--- src/rtl/vga_pkg.sv ---
// Shared VGA 640x480@60 timing constants, sync polarities and the raster-term bundle
// that travels through the output delay line.
package vga_pkg;

  localparam int H_VISIBLE = 640;
  localparam int H_FRONT   = 16;
  localparam int H_SYNC    = 96;
  localparam int H_BACK    = 48;
  localparam int H_TOTAL   = H_VISIBLE + H_FRONT + H_SYNC + H_BACK;

  localparam int V_VISIBLE = 480;
  localparam int V_FRONT   = 10;
  localparam int V_SYNC    = 2;
  localparam int V_BACK    = 33;
  localparam int V_TOTAL   = V_VISIBLE + V_FRONT + V_SYNC + V_BACK;

  localparam logic HSYNC_ACTIVE = 1'b0;
  localparam logic VSYNC_ACTIVE = 1'b0;

  typedef struct packed {
    logic vis;
    logic hs;
    logic vs;
  } raster_t;

  localparam raster_t RASTER_IDLE = '{vis: 1'b0, hs: ~HSYNC_ACTIVE, vs: ~VSYNC_ACTIVE};

endpackage

--- src/rtl/vga_sync_delay.sv ---
// Pixel-tick-enabled delay line for the {vis, hs, vs} raster terms; every stage
// resets to the inactive pattern so no spurious sync appears after reset.
module vga_sync_delay
  import vga_pkg::*;
#(
  parameter int DEPTH = 2
) (
  input  logic    clk,
  input  logic    rst_n,
  input  logic    en,
  input  raster_t d,
  output raster_t q
);

  if (DEPTH == 0) begin : g_bypass
    assign q = d;
  end else begin : g_pipe
    raster_t stage_q [DEPTH];

    always_ff @(posedge clk or negedge rst_n) begin
      if (!rst_n) begin
        for (int i = 0; i < DEPTH; i++) stage_q[i] <= RASTER_IDLE;
      end else if (en) begin
        stage_q[0] <= d;
        for (int i = 1; i < DEPTH; i++) stage_q[i] <= stage_q[i-1];
      end
    end

    assign q = stage_q[DEPTH-1];
  end

endmodule

--- src/rtl/vga_timing.sv ---
// Free-running VGA raster generator: pixel-tick divider, row/colu counters, sync decode,
// delayed col_en/hsync/vsync, and the sticky vblank interrupt with frame counter.
module vga_timing
  import vga_pkg::*;
#(
  parameter int CLK_DIV    = 2,
  parameter int PIPE_DELAY = 2,
  parameter int H_VIS      = H_VISIBLE,
  parameter int H_FP       = H_FRONT,
  parameter int H_SW       = H_SYNC,
  parameter int H_BP       = H_BACK,
  parameter int V_VIS      = V_VISIBLE,
  parameter int V_FP       = V_FRONT,
  parameter int V_SW       = V_SYNC,
  parameter int V_BP       = V_BACK
) (
  input  logic        clk,
  input  logic        rst_n,
  output logic        pix_ce,
  output logic [31:0] row,
  output logic [31:0] colu,
  output logic        col_en,
  output logic        hsync,
  output logic        vsync,
  output logic [15:0] frame_cnt,
  output logic        vblank_irq,
  input  logic        irq_ack
);

  localparam int H_TOT    = H_VIS + H_FP + H_SW + H_BP;
  localparam int V_TOT    = V_VIS + V_FP + V_SW + V_BP;
  localparam int HS_FIRST = H_VIS + H_FP;
  localparam int HS_LAST  = HS_FIRST + H_SW - 1;
  localparam int VS_FIRST = V_VIS + V_FP;
  localparam int VS_LAST  = VS_FIRST + V_SW - 1;
  localparam logic [1:0] DIV_LAST = 2'(CLK_DIV - 1);

  logic [1:0]  div_q, div_d;
  logic        pix_ce_q, pix_ce_d;
  logic [31:0] row_q, row_d;
  logic [31:0] colu_q, colu_d;
  logic [15:0] frame_cnt_q, frame_cnt_d;
  logic        irq_q, irq_d;
  logic        line_end, frame_end, vblank_evt;
  raster_t     raster, raster_dly;

  // pix_ce is registered, so it rises the cycle after the divider wraps.
  always_comb begin
    div_d    = div_q + 2'd1;
    pix_ce_d = 1'b0;
    if (div_q == DIV_LAST) begin
      div_d    = '0;
      pix_ce_d = 1'b1;
    end
  end

  always_comb begin
    row_d       = row_q;
    colu_d      = colu_q;
    frame_cnt_d = frame_cnt_q;
    irq_d       = irq_q;
    line_end    = (row_q == 32'(H_TOT - 1));
    frame_end   = (colu_q == 32'(V_TOT - 1));
    vblank_evt  = pix_ce_q && line_end && (colu_q == 32'(V_VIS - 1));

    if (pix_ce_q) begin
      if (line_end) begin
        row_d  = '0;
        colu_d = frame_end ? '0 : colu_q + 32'd1;
      end else begin
        row_d = row_q + 32'd1;
      end
    end

    // A new vblank outranks a simultaneous acknowledge.
    if (vblank_evt) begin
      irq_d       = 1'b1;
      frame_cnt_d = frame_cnt_q + 16'd1;
    end else if (irq_ack) begin
      irq_d = 1'b0;
    end
  end

  always_ff @(posedge clk or negedge rst_n) begin
    if (!rst_n) begin
      div_q       <= '0;
      pix_ce_q    <= 1'b0;
      row_q       <= '0;
      colu_q      <= '0;
      frame_cnt_q <= '0;
      irq_q       <= 1'b0;
    end else begin
      div_q       <= div_d;
      pix_ce_q    <= pix_ce_d;
      row_q       <= row_d;
      colu_q      <= colu_d;
      frame_cnt_q <= frame_cnt_d;
      irq_q       <= irq_d;
    end
  end

  always_comb begin
    raster.vis = (row_q < 32'(H_VIS)) && (colu_q < 32'(V_VIS));
    raster.hs  = ((row_q >= 32'(HS_FIRST)) && (row_q <= 32'(HS_LAST))) ? HSYNC_ACTIVE : ~HSYNC_ACTIVE;
    raster.vs  = ((colu_q >= 32'(VS_FIRST)) && (colu_q <= 32'(VS_LAST))) ? VSYNC_ACTIVE : ~VSYNC_ACTIVE;
  end

  vga_sync_delay #(
    .DEPTH (PIPE_DELAY)
  ) u_sync_delay (
    .clk   (clk),
    .rst_n (rst_n),
    .en    (pix_ce_q),
    .d     (raster),
    .q     (raster_dly)
  );

  assign pix_ce     = pix_ce_q;
  assign row        = row_q;
  assign colu       = colu_q;
  assign col_en     = raster_dly.vis;
  assign hsync      = raster_dly.hs;
  assign vsync      = raster_dly.vs;
  assign frame_cnt  = frame_cnt_q;
  assign vblank_irq = irq_q;

endmodule

--- config.mk ---
export PLATFORM = sky130hd
export DESIGN_NAME = vga_timing
export DESIGN_NICKNAME = d
export VERILOG_FILES = /design/src/rtl/vga_pkg.sv /design/src/rtl/vga_sync_delay.sv /design/src/rtl/vga_timing.sv
export SDC_FILE = /design/constraint.sdc
export NUM_CORES = 1
export LEC_CHECK = 0
export BUFFER_PORTS_ARGS = -buffer_cell sky130_fd_sc_hd__buf_2
export CAP_MARGIN = 20
export CELL_PAD_IN_SITES_DETAIL_PLACEMENT = 1
export CELL_PAD_IN_SITES_GLOBAL_PLACEMENT = 1
export CORE_UTILIZATION = 30
export DETAILED_ROUTE_END_ITERATION = 8
export PLACE_DENSITY = 0.64
export SYNTH_ARGS = -nofsm -noshare
export SYNTH_HDL_FRONTEND = slang
export SYNTH_SLANG_ARGS = --single-unit
--- constraint.sdc ---
create_clock -name clk -period 3.55 [get_ports clk]
set_input_delay 0 -clock clk [delete_from_list [all_inputs] [get_ports clk]]
set_output_delay 0 -clock clk [all_outputs]
set_load 0.05 [all_outputs]
==> results.json <==
{
  "drcViolationCount": 12,
  "via_count_of_the_first_global_routing_pass": 3887,
  "route.vias.total": 3709,
  "antenna_found_initial": 0,
  "initial_utilization_pct": 31.0,
  "cts.htree.levels": 3,
  "grt_setup_unrepaired": "false",
  "synthesized_area_fraction_occupied_by_ao_oa_aoi_and_oai_cells_pct": 3.28,
  "leakage_nw": 2.65,
  "adder_cell_fraction_of_synth_area_pct": 1.38,
  "postRouteWirelength_mm": 12.5,
  "crit_buf_inv": 0,
  "critical-path-top-delay-family": "simple AND/OR/NAND/NOR gates",
  "cp_slowest_cell": "nor2_1",
  "worst_setup_hold_path_clk_slew_ns": 0.06,
  "outcome": "finished, violations left",
  "fp.coreArea_um2": 14600,
  "worstMarginPinSlew_ns": 0.895,
  "gate_count_post_synth": 437,
  "timing.final.crit_share_pct": 73.7,
  "synth-main-ff-cell": "dfrtp_1",
  "worst_ir_drop_vdd_mv": 0.232,
  "leading_cell_types_by_total_area_after_synthesis": "dfrtp_1 (47%), xnor2_1 (8.1%), nand4_1 (5.0%)",
  "final_design_area_no_fill_um2": 5480,
  "violations": "design-rule violations",
  "fin_cells": 714,
  "maxSlewHeadroom_pct": 40.1,
  "dp_cells": 696,
  "final_period_minus_worst_setup_slack_ns": 2.62,
  "timing.final.hold_violations": 0,
  "timing.final.ws_setup_ns": 0.934,
  "detail-route-antenna-nets": 0,
  "worstPathMaxFanout": 13,
  "routed_via_density": 5.19,
  "synth_xor_xnor_area_share_pct": 12.4,
  "synth_top_area_cell": "dfrtp_1",
  "main_combinational_cell_family_by_area_after_synthesis": "simple AND/OR/NAND/NOR gates",
  "post_drt_wl_per_cell_um": 17.6,
  "placedInstanceArea_um2": 5160,
  "max-cap-violations": 0,
  "cts_inserted_buffers": 9,
  "grt_max_degree": 66,
  "path_depth_of_the_worst_reg2reg_path": 6,
  "skew_ns": 0.00530,
  "globalRouteTotalUtil_pct": 16.8,
  "synth_mux_area_share_pct": 2.70,
  "utilization_pct": 37.4,
  "placementRows": 44,
  "layout-drive-gt1-share_pct": 25.5,
  "timing.critical_path.to_type": "flip-flop",
  "timing.critical_path.from": "colu[0]$_DFFE_PN0P_",
  "grt_first_pass_wirelength_mm": 20.9,
  "synth_most_common_cell": "dfrtp_1",
  "drt_iter0_drc": 161,
  "critical_path_depth": 6,
  "criticalPathCategory": "flip-flop to flip-flop",
  "synth_area_um2": 4540,
  "avgSynthCellArea_um2": 10.4,
  "post-dp-hpwl_mm": 9.10,
  "cts_tree": "done",
  "synth.top_cells.by_count": "dfrtp_1 (86), xnor2_1 (42), nand4_1 (36), nor2_1 (30)",
  "antennaDiodeCount": 0,
  "totalPowerFinal_mw": 2.01,
  "synth_seq_area_share_pct": 49.8,
  "die-height_um": 125,
  "post-synth-top-area-fraction_pct": 47.4,
  "cp_cell_instances": "ha_1 > nand4_1 > nor2_1 > nand2_1 > nor4_1 > xor2_1",
  "ios": 88,
  "die_area_um2": 15600,
  "tritoncts_num_sinks": 90,
  "critPathArrivalTime_ns": 2.89,
  "r2r_start": "colu[0]$_DFFE_PN0P_",
  "setup_viol": 0,
  "r2r_setup_slack_ns": 0.93,
  "fmaxAchievable_ghz": 0.382,
  "setup-tns-final_ns": 0,
  "gp_congestion": 0.769,
  "final.fill_count": 1674,
  "synthArstFlopShare_pct": 100,
  "clkLatencyLatePin_ns": 0.35,
  "dr.pass1.iters": 6,
  "postSynthRegisterBits": 90,
  "cts_root_buffer": "clkbuf_16",
  "hold_path.class": "primary input to async pin",
  "timing.hold.ws_ns": 0.320,
  "cts_buffer_depth": 2,
  "cts_repair_resize_count": 0,
  "slew_violations": 0,
  "design.final.nets": 533,
  "ys_types": 47,
  "port-buffer-count": 87,
  "ys_warn_count": 0,
  "synth_enable_flop_cells": 0,
  "power_per_cell_area_nw_per_um2": 368,
  "area_fraction_in_and_or_nand_and_nor_cells_after_synthesis_pct": 27.7,
  "critical_path.endpoint": "frame_cnt[11]$_DFFE_PN0P_",
  "globalRouteOverflowTotal": 0,
  "start_kind": "flip-flop",
  "rr_endpoint": "frame_cnt[11]$_DFFE_PN0P_",
  "floorplan.die.width_um": 125,
  "pre_cts_ws_ns": 0.929,
  "critical-path-max-stage-delay_ns": 0.77,
  "synth.net_count": 445,
  "cp.required_ns": 3.82,
  "area_growth_pct": 20.7
}
[flip-flops by register name (all words and copies together) (netlist names)]
signal and flops:
row 32, div_q 2, pix_ce 1, u_sync_delay.g_pipe.stage_q 3, u_sync_delay.q 3, vblank_irq 1, colu 32, frame_cnt 16
[area by class of cell]
| cell class | instances | area (um^2) | share of cell area (%) |
|---|---|---|---|
| well taps | 184 | 230 | 4.20 |
| clock buffers | 11 | 243 | 4.43 |
| inverters | 12 | 45.0 | 0.822 |
| multi-input cells | 318 | 2150 | 39.3 |
| clock inverters | 5 | 53.8 | 0.982 |
| flip-flops and latches | 90 | 2260 | 41.2 |
| repair buffers | 94 | 495 | 9.05 |
[layer usage]
layer | share of wire (%) | wire length [um] | vias to the layer above | GRT usage [%]
li1 | - | - | 1757 | -
met1 | 46 | 5810 | 1862 | 22.1
met2 | 47 | 5860 | 83 | 26.9
met3 | 6.0 | 749 | 7 | 5.43
met4 | 1.0 | 125 | 0 | 4.16
met5 | 0 | 0 | - | 0
[worst register-to-register path, stage by stage, from the launching register on]
cell and delay [ns]:
dfrtp_1 0.46, ha_1 0.25, nand4_1 0.25, nor2_1 0.77, nand2_1 0.27, nor4_1 0.37
xor2_1 0.17
[worst min-delay path by stage]
stage / startpoint / end / depth (start not counted)
2_1_floorplan: rst_n / colu[0]$_DFFE_PN0P_ / 0
3_3_place_gp: rst_n / frame_cnt[15]$_DFFE_PN0P_ / 1
3_5_place_dp: rst_n / frame_cnt[8]$_DFFE_PN0P_ / 1
4_1_cts: rst_n / colu[0]$_DFFE_PN0P_ / 2
5_1_grt: irq_ack / vblank_irq$_DFFE_PN0P_ / 3
6_report: rst_n / frame_cnt[8]$_DFFE_PN0P_ / 2
[cell families after synthesis]
group / after synthesis
AO/OA/AOI/OAI: 22
XOR/XNOR: 64
adder cells (fa/ha/maj): 5
buffers and inverters: 29
flip-flops: 90
multiplexers: 11
AND/OR/NAND/NOR: 216
[power breakdown]
group / switching (mW) / leakage [nW] / internal (mW)
Clock: 0.402 / 0.149 / 0.563
Combinational: 0.0208 / 1.28 / 0.00323
Sequential: 0.0000000000000000203 / 1.22 / 1.03
[repair_timing]
item,4_1_cts,5_1_grt
buffers inserted,0,0
hold buffers,2,0
hold endpoints to repair,61,0
[cells in the final DEF, fill, tap and decap left out, types with 17 or more instances in the layout]
cell type and count:
xnor2_1 42, nor2_1 30, nand4_1 36, nor3_1 18, dfrtp_1 86, nand2_1 29, nor4_1 17, nand3_1 29
xor2_1 22, buf_2 86
(Power assumes the default switching activity.)
